<file path="src/rtl/fifo_sched_pkg.sv">
// Shared types and helpers for the FIFO round-robin scheduler.
// Holds the scheduler state encoding and the quantum normalisation rule.
package fifo_sched_pkg;

    typedef enum logic [0:0] {
        IDLE  = 1'b0,
        SERVE = 1'b1
    } sched_state_e;

    // Widest quantum field the normalisation helper handles.
    localparam int unsigned MAX_QUANTUM_WIDTH = 16;

    // A zero quantum would stall a grant forever, so it is served as one word.
    function automatic logic [MAX_QUANTUM_WIDTH-1:0] quantum_norm(
        input logic [MAX_QUANTUM_WIDTH-1:0] q
    );
        return (q == '0) ? MAX_QUANTUM_WIDTH'(1) : q;
    endfunction

endpackage

</file>
<file path="src/rtl/rr_pick.sv">
// Combinational rotating-priority encoder: first set request at or after base,
// wrapping modulo NUM_PORTS.
module rr_pick #(
    parameter int unsigned NUM_PORTS  = 4,
    parameter int unsigned PORT_WIDTH = 2
) (
    input  logic [NUM_PORTS-1:0]  req,
    input  logic [PORT_WIDTH-1:0] base,
    output logic                  hit,
    output logic [PORT_WIDTH-1:0] grant
);

    always_comb begin
        int unsigned idx;
        hit   = 1'b0;
        grant = '0;
        idx   = 0;
        for (int unsigned i = 0; i < NUM_PORTS; i++) begin
            idx = 32'(base) + i;
            if (idx >= NUM_PORTS) begin
                idx = idx - NUM_PORTS;
            end
            if (!hit && req[idx]) begin
                hit   = 1'b1;
                grant = PORT_WIDTH'(idx);
            end
        end
    end

endmodule

</file>
<file path="src/rtl/fifo_rr_scheduler.sv">
// Weighted round-robin drain of NUM_PORTS FWFT FIFOs onto one registered
// valid/ready stream; each grant sends up to its port's quantum of words.
module fifo_rr_scheduler
    import fifo_sched_pkg::*;
#(
    parameter int unsigned NUM_PORTS     = 4,
    parameter int unsigned DATA_WIDTH    = 8,
    parameter int unsigned QUANTUM_WIDTH = 4,
    parameter int unsigned PORT_WIDTH    = $clog2(NUM_PORTS)
) (
    input  logic                            clk,
    input  logic                            rst_n,
    input  logic [NUM_PORTS-1:0]            fifo_empty,
    input  logic [NUM_PORTS*DATA_WIDTH-1:0] fifo_rdata,
    output logic [NUM_PORTS-1:0]            fifo_ren,
    input  logic [NUM_PORTS*QUANTUM_WIDTH-1:0] quantum,
    output logic                            out_valid,
    input  logic                            out_ready,
    output logic [DATA_WIDTH-1:0]           out_data,
    output logic [PORT_WIDTH-1:0]           out_port,
    output logic                            busy
);

    sched_state_e              state;
    logic [PORT_WIDTH-1:0]     sel;
    logic [PORT_WIDTH-1:0]     last_port;
    logic [QUANTUM_WIDTH-1:0]  burst_cnt;

    logic [PORT_WIDTH-1:0]     base;
    logic [PORT_WIDTH-1:0]     grant;
    logic                      hit;
    logic [QUANTUM_WIDTH-1:0]  grant_quantum;
    logic                      slot_free;
    logic                      head_empty;
    logic                      pop;

    logic [DATA_WIDTH-1:0]     rdata_arr   [NUM_PORTS];
    logic [QUANTUM_WIDTH-1:0]  quantum_arr [NUM_PORTS];

    always_comb begin
        for (int p = 0; p < NUM_PORTS; p++) begin
            rdata_arr[p]   = fifo_rdata[p*DATA_WIDTH +: DATA_WIDTH];
            quantum_arr[p] = quantum[p*QUANTUM_WIDTH +: QUANTUM_WIDTH];
        end
    end

    // Search starts one past the last served port so every port gets its turn.
    assign base = (last_port == PORT_WIDTH'(NUM_PORTS - 1)) ? '0
                                                             : last_port + PORT_WIDTH'(1);

    rr_pick #(
        .NUM_PORTS  (NUM_PORTS),
        .PORT_WIDTH (PORT_WIDTH)
    ) u_rr_pick (
        .req   (~fifo_empty),
        .base  (base),
        .hit   (hit),
        .grant (grant)
    );

    assign grant_quantum = QUANTUM_WIDTH'(quantum_norm(MAX_QUANTUM_WIDTH'(quantum_arr[grant])));

    assign head_empty = fifo_empty[sel];
    assign slot_free  = !out_valid || out_ready;
    assign pop        = rst_n && (state == SERVE) && slot_free && !head_empty;

    always_comb begin
        fifo_ren = '0;
        if (pop) begin
            fifo_ren[sel] = 1'b1;
        end
    end

    assign busy = (state == SERVE) || out_valid;

    always_ff @(posedge clk) begin
        if (!rst_n) begin
            state     <= IDLE;
            sel       <= '0;
            last_port <= PORT_WIDTH'(NUM_PORTS - 1);
            burst_cnt <= '0;
            out_valid <= 1'b0;
            out_data  <= '0;
            out_port  <= '0;
        end else begin
            if (out_ready && !pop) begin
                out_valid <= 1'b0;
            end
            if (pop) begin
                out_valid <= 1'b1;
                out_data  <= rdata_arr[sel];
                out_port  <= sel;
                burst_cnt <= burst_cnt - QUANTUM_WIDTH'(1);
            end

            unique case (state)
                IDLE: begin
                    if (hit) begin
                        sel       <= grant;
                        burst_cnt <= grant_quantum;
                        state     <= SERVE;
                    end
                end
                SERVE: begin
                    // An empty head forfeits the rest of the quantum.
                    if ((pop && burst_cnt == QUANTUM_WIDTH'(1)) || head_empty) begin
                        state     <= IDLE;
                        last_port <= sel;
                    end
                end
                default: state <= IDLE;
            endcase
        end
    end

endmodule

</file>
<file path="config.mk">
export PLATFORM = sky130hd
export DESIGN_NAME = fifo_rr_scheduler
export DESIGN_NICKNAME = d
export VERILOG_FILES = /design/src/rtl/fifo_sched_pkg.sv /design/src/rtl/rr_pick.sv /design/src/rtl/fifo_rr_scheduler.sv
export SDC_FILE = /design/constraint.sdc
export NUM_CORES = 1
export LEC_CHECK = 0
export BUFFER_PORTS_ARGS = -buffer_cell sky130_fd_sc_hd__buf_2
export CAP_MARGIN = 10
export CELL_PAD_IN_SITES_DETAIL_PLACEMENT = 1
export CELL_PAD_IN_SITES_GLOBAL_PLACEMENT = 1
export CORE_MARGIN = 3
export CORE_UTILIZATION = 36
export CTS_BUF_LIST = sky130_fd_sc_hd__clkbuf_4
export DETAILED_ROUTE_END_ITERATION = 7
export PLACE_DENSITY = 0.9
export SLEW_MARGIN = 0
export SYNTH_ARGS = -nofsm -noshare
export SYNTH_HDL_FRONTEND = slang
export SYNTH_SLANG_ARGS = --single-unit
</file>
<file path="constraint.sdc">
create_clock -name clk -period 8.55 [get_ports clk]
set_clock_uncertainty 0.15 [all_clocks]
set_input_delay 2.1375 -clock clk [delete_from_list [all_inputs] [get_ports clk]]
set_output_delay 2.1375 -clock clk [all_outputs]
set_load 0.05 [all_outputs]
</file>
* After elaboration in Yosys (flattened, before gate mapping) *
Cells that the tools add are included.

word-level totals
  register bits = 20
  input bits = 55
  output and inout port bits = 16
  word-level logic and storage cells = 97

cells by class
  add/subtract/negate cells = 9
  order comparisons = 12
  equality and inequality tests = 2
  muxes and demuxes = 41
  bitwise operators = 4
  reductions and logical operators = 22

operators by type and width
  cell                                                                 count
  < comparator 32 x 3 -> 1 bit (second input constant)                 4
  2-to-1 mux 32 bit                                                    4
  greater-or-equal comparator 32 x 3 -> 1 bit (second input constant)  3
  subtractor 32 x 3 -> 32 bit (second input constant)                  3
  2-to-1 mux 4 bit                                                     7
  binary-select mux 8 bit (select 2 bit)                               1
  2-to-1 mux 8 bit                                                     2
  2-to-1 mux 1 bit                                                     14
  binary-select mux 1 bit (select 2 bit)                               5
  2-to-1 mux 2 bit                                                     5
  logical AND 1 bit                                                    9
  binary-select mux 4 bit (select 2 bit)                               1
  adder 2 x 2 -> 3 bit (second input constant)                         2
  greater-or-equal comparator 3 bit (second input constant)            2
  logical NOT 1 bit                                                    6
  NOT 2 -> 3 bit                                                       2
  == test 4 x 1 -> 1 bit (second input constant)                       1
  logical NOT 4 bit                                                    1
  NOT 4 bit                                                            1
  AND reduction 2 bit                                                  2
  subtractor 2 x 3 -> 4 bit (second input constant)                    1
  subtractor 4 x 1 -> 4 bit (second input constant)                    1
  adder 2 x 1 -> 3 bit (second input constant)                         1
  greater-or-equal comparator 2 x 3 -> 1 bit (second input constant)   1
  other kinds (9)                                                      11

* Depth between registers and ports, before layout *
  word-level depth = 24
  gate-level depth with buffers = 8
  gate-level depth less buffers = 7

* By module *
Synthesis repeated with hierarchy kept, for this count alone.

unflattened totals
  cell total of the unflattened synthesis = 136
  area total of the unflattened synthesis = 1327.5 um2

modules (own cells, without submodules)
  module             times used  cells each  area an instance (um2)  sequential area each (um2)
  fifo_rr_scheduler  1           121         1249.9                  400.4
  rr_pick            1           15          77.6                    0.0

* Least setup slack after synthesis *
Ideal clock, no wire load.

  path type = input -> output
  start = in fifo_empty[3]
  end = out fifo_ren[0]
  arrival time = 4.390 ns
  data required time = 6.262 ns
  path slack = 1.873 ns
  stages on the path = 5
  buffers on the path = 2
  cell sequence = mux4_2 > or3_1 > buf_6 > clkbuf_1 > nor3_1

on the way
  longest elaborated chain between the ends = 5

RTL lines
  item                                    RTL line                 source
  start, declared                         fifo_rr_scheduler.sv:13  input logic [NUM_PORTS-1:0] fifo_empty,
  binary-select mux 1 bit (select 2 bit)  fifo_rr_scheduler.sv:63  assign head_empty = fifo_empty[sel];
  2-to-1 mux 1 bit (implied by the code)  fifo_rr_scheduler.sv:63
  logical NOT 1 bit                       fifo_rr_scheduler.sv:65  assign pop = rst_n && (state == SERVE) && slot_free && !head_empty;
  logical AND 1 bit                       fifo_rr_scheduler.sv:65
  2-to-1 mux 4 bit                        fifo_rr_scheduler.sv:69  if (pop) begin
  end, declared                           fifo_rr_scheduler.sv:15  output logic [NUM_PORTS-1:0] fifo_ren,

Every way passes these cells. The select of a mux whose other input is x is not followed.

* Final worst setup path *
Ends and elaborated chain as after synthesis.

==> out/metrics.yaml <==
clock_network:
  cts_buffers: 3
  clockRootBuffer: "clkbuf_4"
  cts_tree: "built"
  cts_resized: 0
  clk_latency_ps: 320
  cts_buffer_depth: 2
  holdBufCountCts: 0
  clk_pin_slew_worst_paths_ps: 120
  clock-sinks: 20
  post_cts_buffers: 0
  cts_htree_levels: 1
yosys:
  syn_inst: 145
  yosysTopAreaCellShare_pct: 29.49
  async_reset_ff_share_pct: 0
  syn_area_mm2: 0.001358
  avgSynthCellArea_um2: 9.362
  ys_warn_count: 0
  yosys_most_used_dff: "dfxtp_1"
  synth.area.top_cells: "dfxtp_1, mux4_2, nand2_1"
  ys_seq_elements: 20
  synth-edff-count: 0
  yosys.area.top_type: "dfxtp_1"
  ys_seq_area_share_pct: 29.49
  synth_nets: 203
  yosysUniqueCellTypes: 40
worst_setup_path:
  arrival_ps: 3980
  start_kind: "input pin"
  r2r_slack_ps: 5540
  crit_path_frequent_cell: "buf_2"
  cpPeakStageDelay_ps: 680
  path_cells: "buf_2 -> mux4_2 -> or3_1 -> nor3_1 -> buf_2"
  crit_required_ps: 6260
  path_class: "input pin to output port"
  crit_path_top_delay_cell: "or3_1"
  path_max_fanout: 16
  worstSetupEndpointType: "output port"
  crit_buf_inv: 2
  critPathTopFamily: "simple AND/OR/NAND/NOR gates"
floorplanning:
  die-area_mm2: 0.004544
  core_area_mm2: 0.003495
  die_h_um: 67.41
  start_util_pct: 38.85
  fp-row-count: 21
  die_w_um: 67.41
  io_pins: 71
routing:
  topRoutingLayerUsed: "met4"
  drt_first_pass_iters: 4
  wl_met2_um: 1929
  routed_via_density: 5.195
  dr_total_vias: 1335
  wl_per_cell_um: 14.85
  wl_met3_um: 362
  drtIter0Drc: 42
  antenna_left: 0
  wl_met1_um: 1500
  routed_wl_um: 3817
  drc: 0
power_and_ir_drop:
  power_density_mw_per_mm2: 166.1
  finalPower_w: 0.0002951
  peakVddDrop_mv: 0.1105
  leakage_nw: 0.8454
cells_and_area:
  final_core_util_pct: 50.84
  fillers: 447
  fin_nets: 270
  antenna_cells: 0
  final_layout_size_suffix_gt1_share_pct: 42.18
  final_area_mm2: 0.001777
  area_growth_pct: 30.88
global_routing:
  antenna_found_initial: 0
  grt_max_degree: 22
  globalRouteOverflowTotal: 0
  grt_pass1_wl_um: 6134
  grt_pass1_vias: 1368
  grt_use_total_pct: 17.79
placed_design:
  place.gp.congestion: 0.8120
  port_buffers: 70
  dpl_cell_area_mm2: 0.001724
  dpl.hpwl_um: 3134
timing:
  tns_ps: 0
  relSlewSlack_pct: 49.57
  hold_ws_ps: 325.5
  finalMaxSlewViolations: 0
  rsz0062_at_grt: "no"
  period_minus_slack_ps: 6267
  worst_slew_pin_slew_ps: 755.4
  period_share_pct: 73.30
  finalHoldViolations: 0
  fmax_ghz: 0.1596
  finalSetupViolations: 0
min_path:
  hold_path.class: "register to register"
run:
  cap_violations: 0
run_status:
  status: "finished, final reports clean"
-- sequential cells by signal, summed over array words and instances, names as in the netlist --
signal,cells
burst_cnt,4
last_port,2
out_data,8
out_port,2
out_valid,1
sel,2
state,1
-- path summary, 6_finish.rpt --
kind,startpoint,to,depth (start not counted)
worst min register to register,out_data[4]$_SDFFE_PN0P_,out_data[4]$_SDFFE_PN0P_,2
worst min-delay path,out_data[4]$_SDFFE_PN0P_,out_data[4]$_SDFFE_PN0P_,2
worst max-delay path,fifo_empty[3],fifo_ren[0],5
worst max register to register,sel[0]$_SDFFE_PN0P_,burst_cnt[0]$_SDFF_PN0_,6
-- where the power goes --
part	switching, W	internal (W)	total [W]	leakage [nW]
clock network	0.0000319	0.0000475	0.0000794	0.0279
registers	0.0000141	0.000102	0.000116	0.164
logic	0.0000526	0.0000471	0.0000997	0.654
total	0.0000987	0.000196	0.000295	0.845
-- per-stage QoR --
step / instances / setup WS (ps)
after floorplan: 145 / 1873
after global placement: 253 / 2304
final: 257 / 2283
after CTS: 257 / 2270
after detailed placement: 253 / 2277
after global routing: 257 / 2092
-- worst min-delay path, stage by stage, from the launching register on --
cell and delay (ps):
dfxtp_1 330, nand2_1 50, a21boi_0 70
-- per-layer routing --
| layer | up-vias | global-route usage, % |
|---|---|---|
| met1 | 621 | 18.94 |
| li1 | 656 | - |
| met4 | 0 | 4.051 |
| met3 | 3 | 5.657 |
| met5 | - | 0 |
| met2 | 55 | 33.74 |
-- area by class of cell --
cell class	count	area, µm²	share of cell area (%)
Clock buffer	3	22.52	1.268
Clock inverter	1	30.03	1.690
Inverter	5	18.77	1.056
Multi-Input combinational cell	111	889.6	50.07
Sequential cell	20	400.4	22.54
Tap cell	46	57.56	3.239
Timing Repair Buffer	71	357.8	20.14
-- placed cells by master (no fill, tap or decap), types with 4 or more instances in the layout --
| master | synthesis | final |
|---|---|---|
| a21boi_0 | 11 | 11 |
| buf_2 | 0 | 70 |
| dfxtp_1 | 20 | 20 |
| inv_1 | 5 | 5 |
| mux2i_1 | 11 | 11 |
| mux4_2 | 7 | 7 |
| nand2_1 | 32 | 32 |
| nor2_1 | 6 | 6 |
| o21ai_0 | 4 | 4 |
-- synth_stat cells (2+ instances only) --
master,instances
o211a_1,3
nor2_1,6
nor2b_1,3
o21ai_0,4
buf_6,2
clkbuf_1,6
a21oi_1,2
nand2_1,32
nor3_1,2
ha_1,3
a21boi_0,11
o211ai_1,2
mux2i_1,11
mux4_2,7
mux4_1,2
nand2b_1,2
inv_1,5
dfxtp_1,20
-- cells by family after synthesis --
| kind of cell | after synthesis | share of synthesized area (%) |
|---|---|---|
| AOI/OAI and AO/OA | 31 | 17.42 |
| xor gates and xnor gates | 2 | 1.291 |
| adders and majority gates | 3 | 2.765 |
| buffers and inverters | 14 | 4.977 |
| DFF | 20 | 29.49 |
| muxes | 21 | 24.42 |
| and+or+nand+nor | 54 | 19.63 |
No activity file was read; power rests on OpenSTA's default activity.
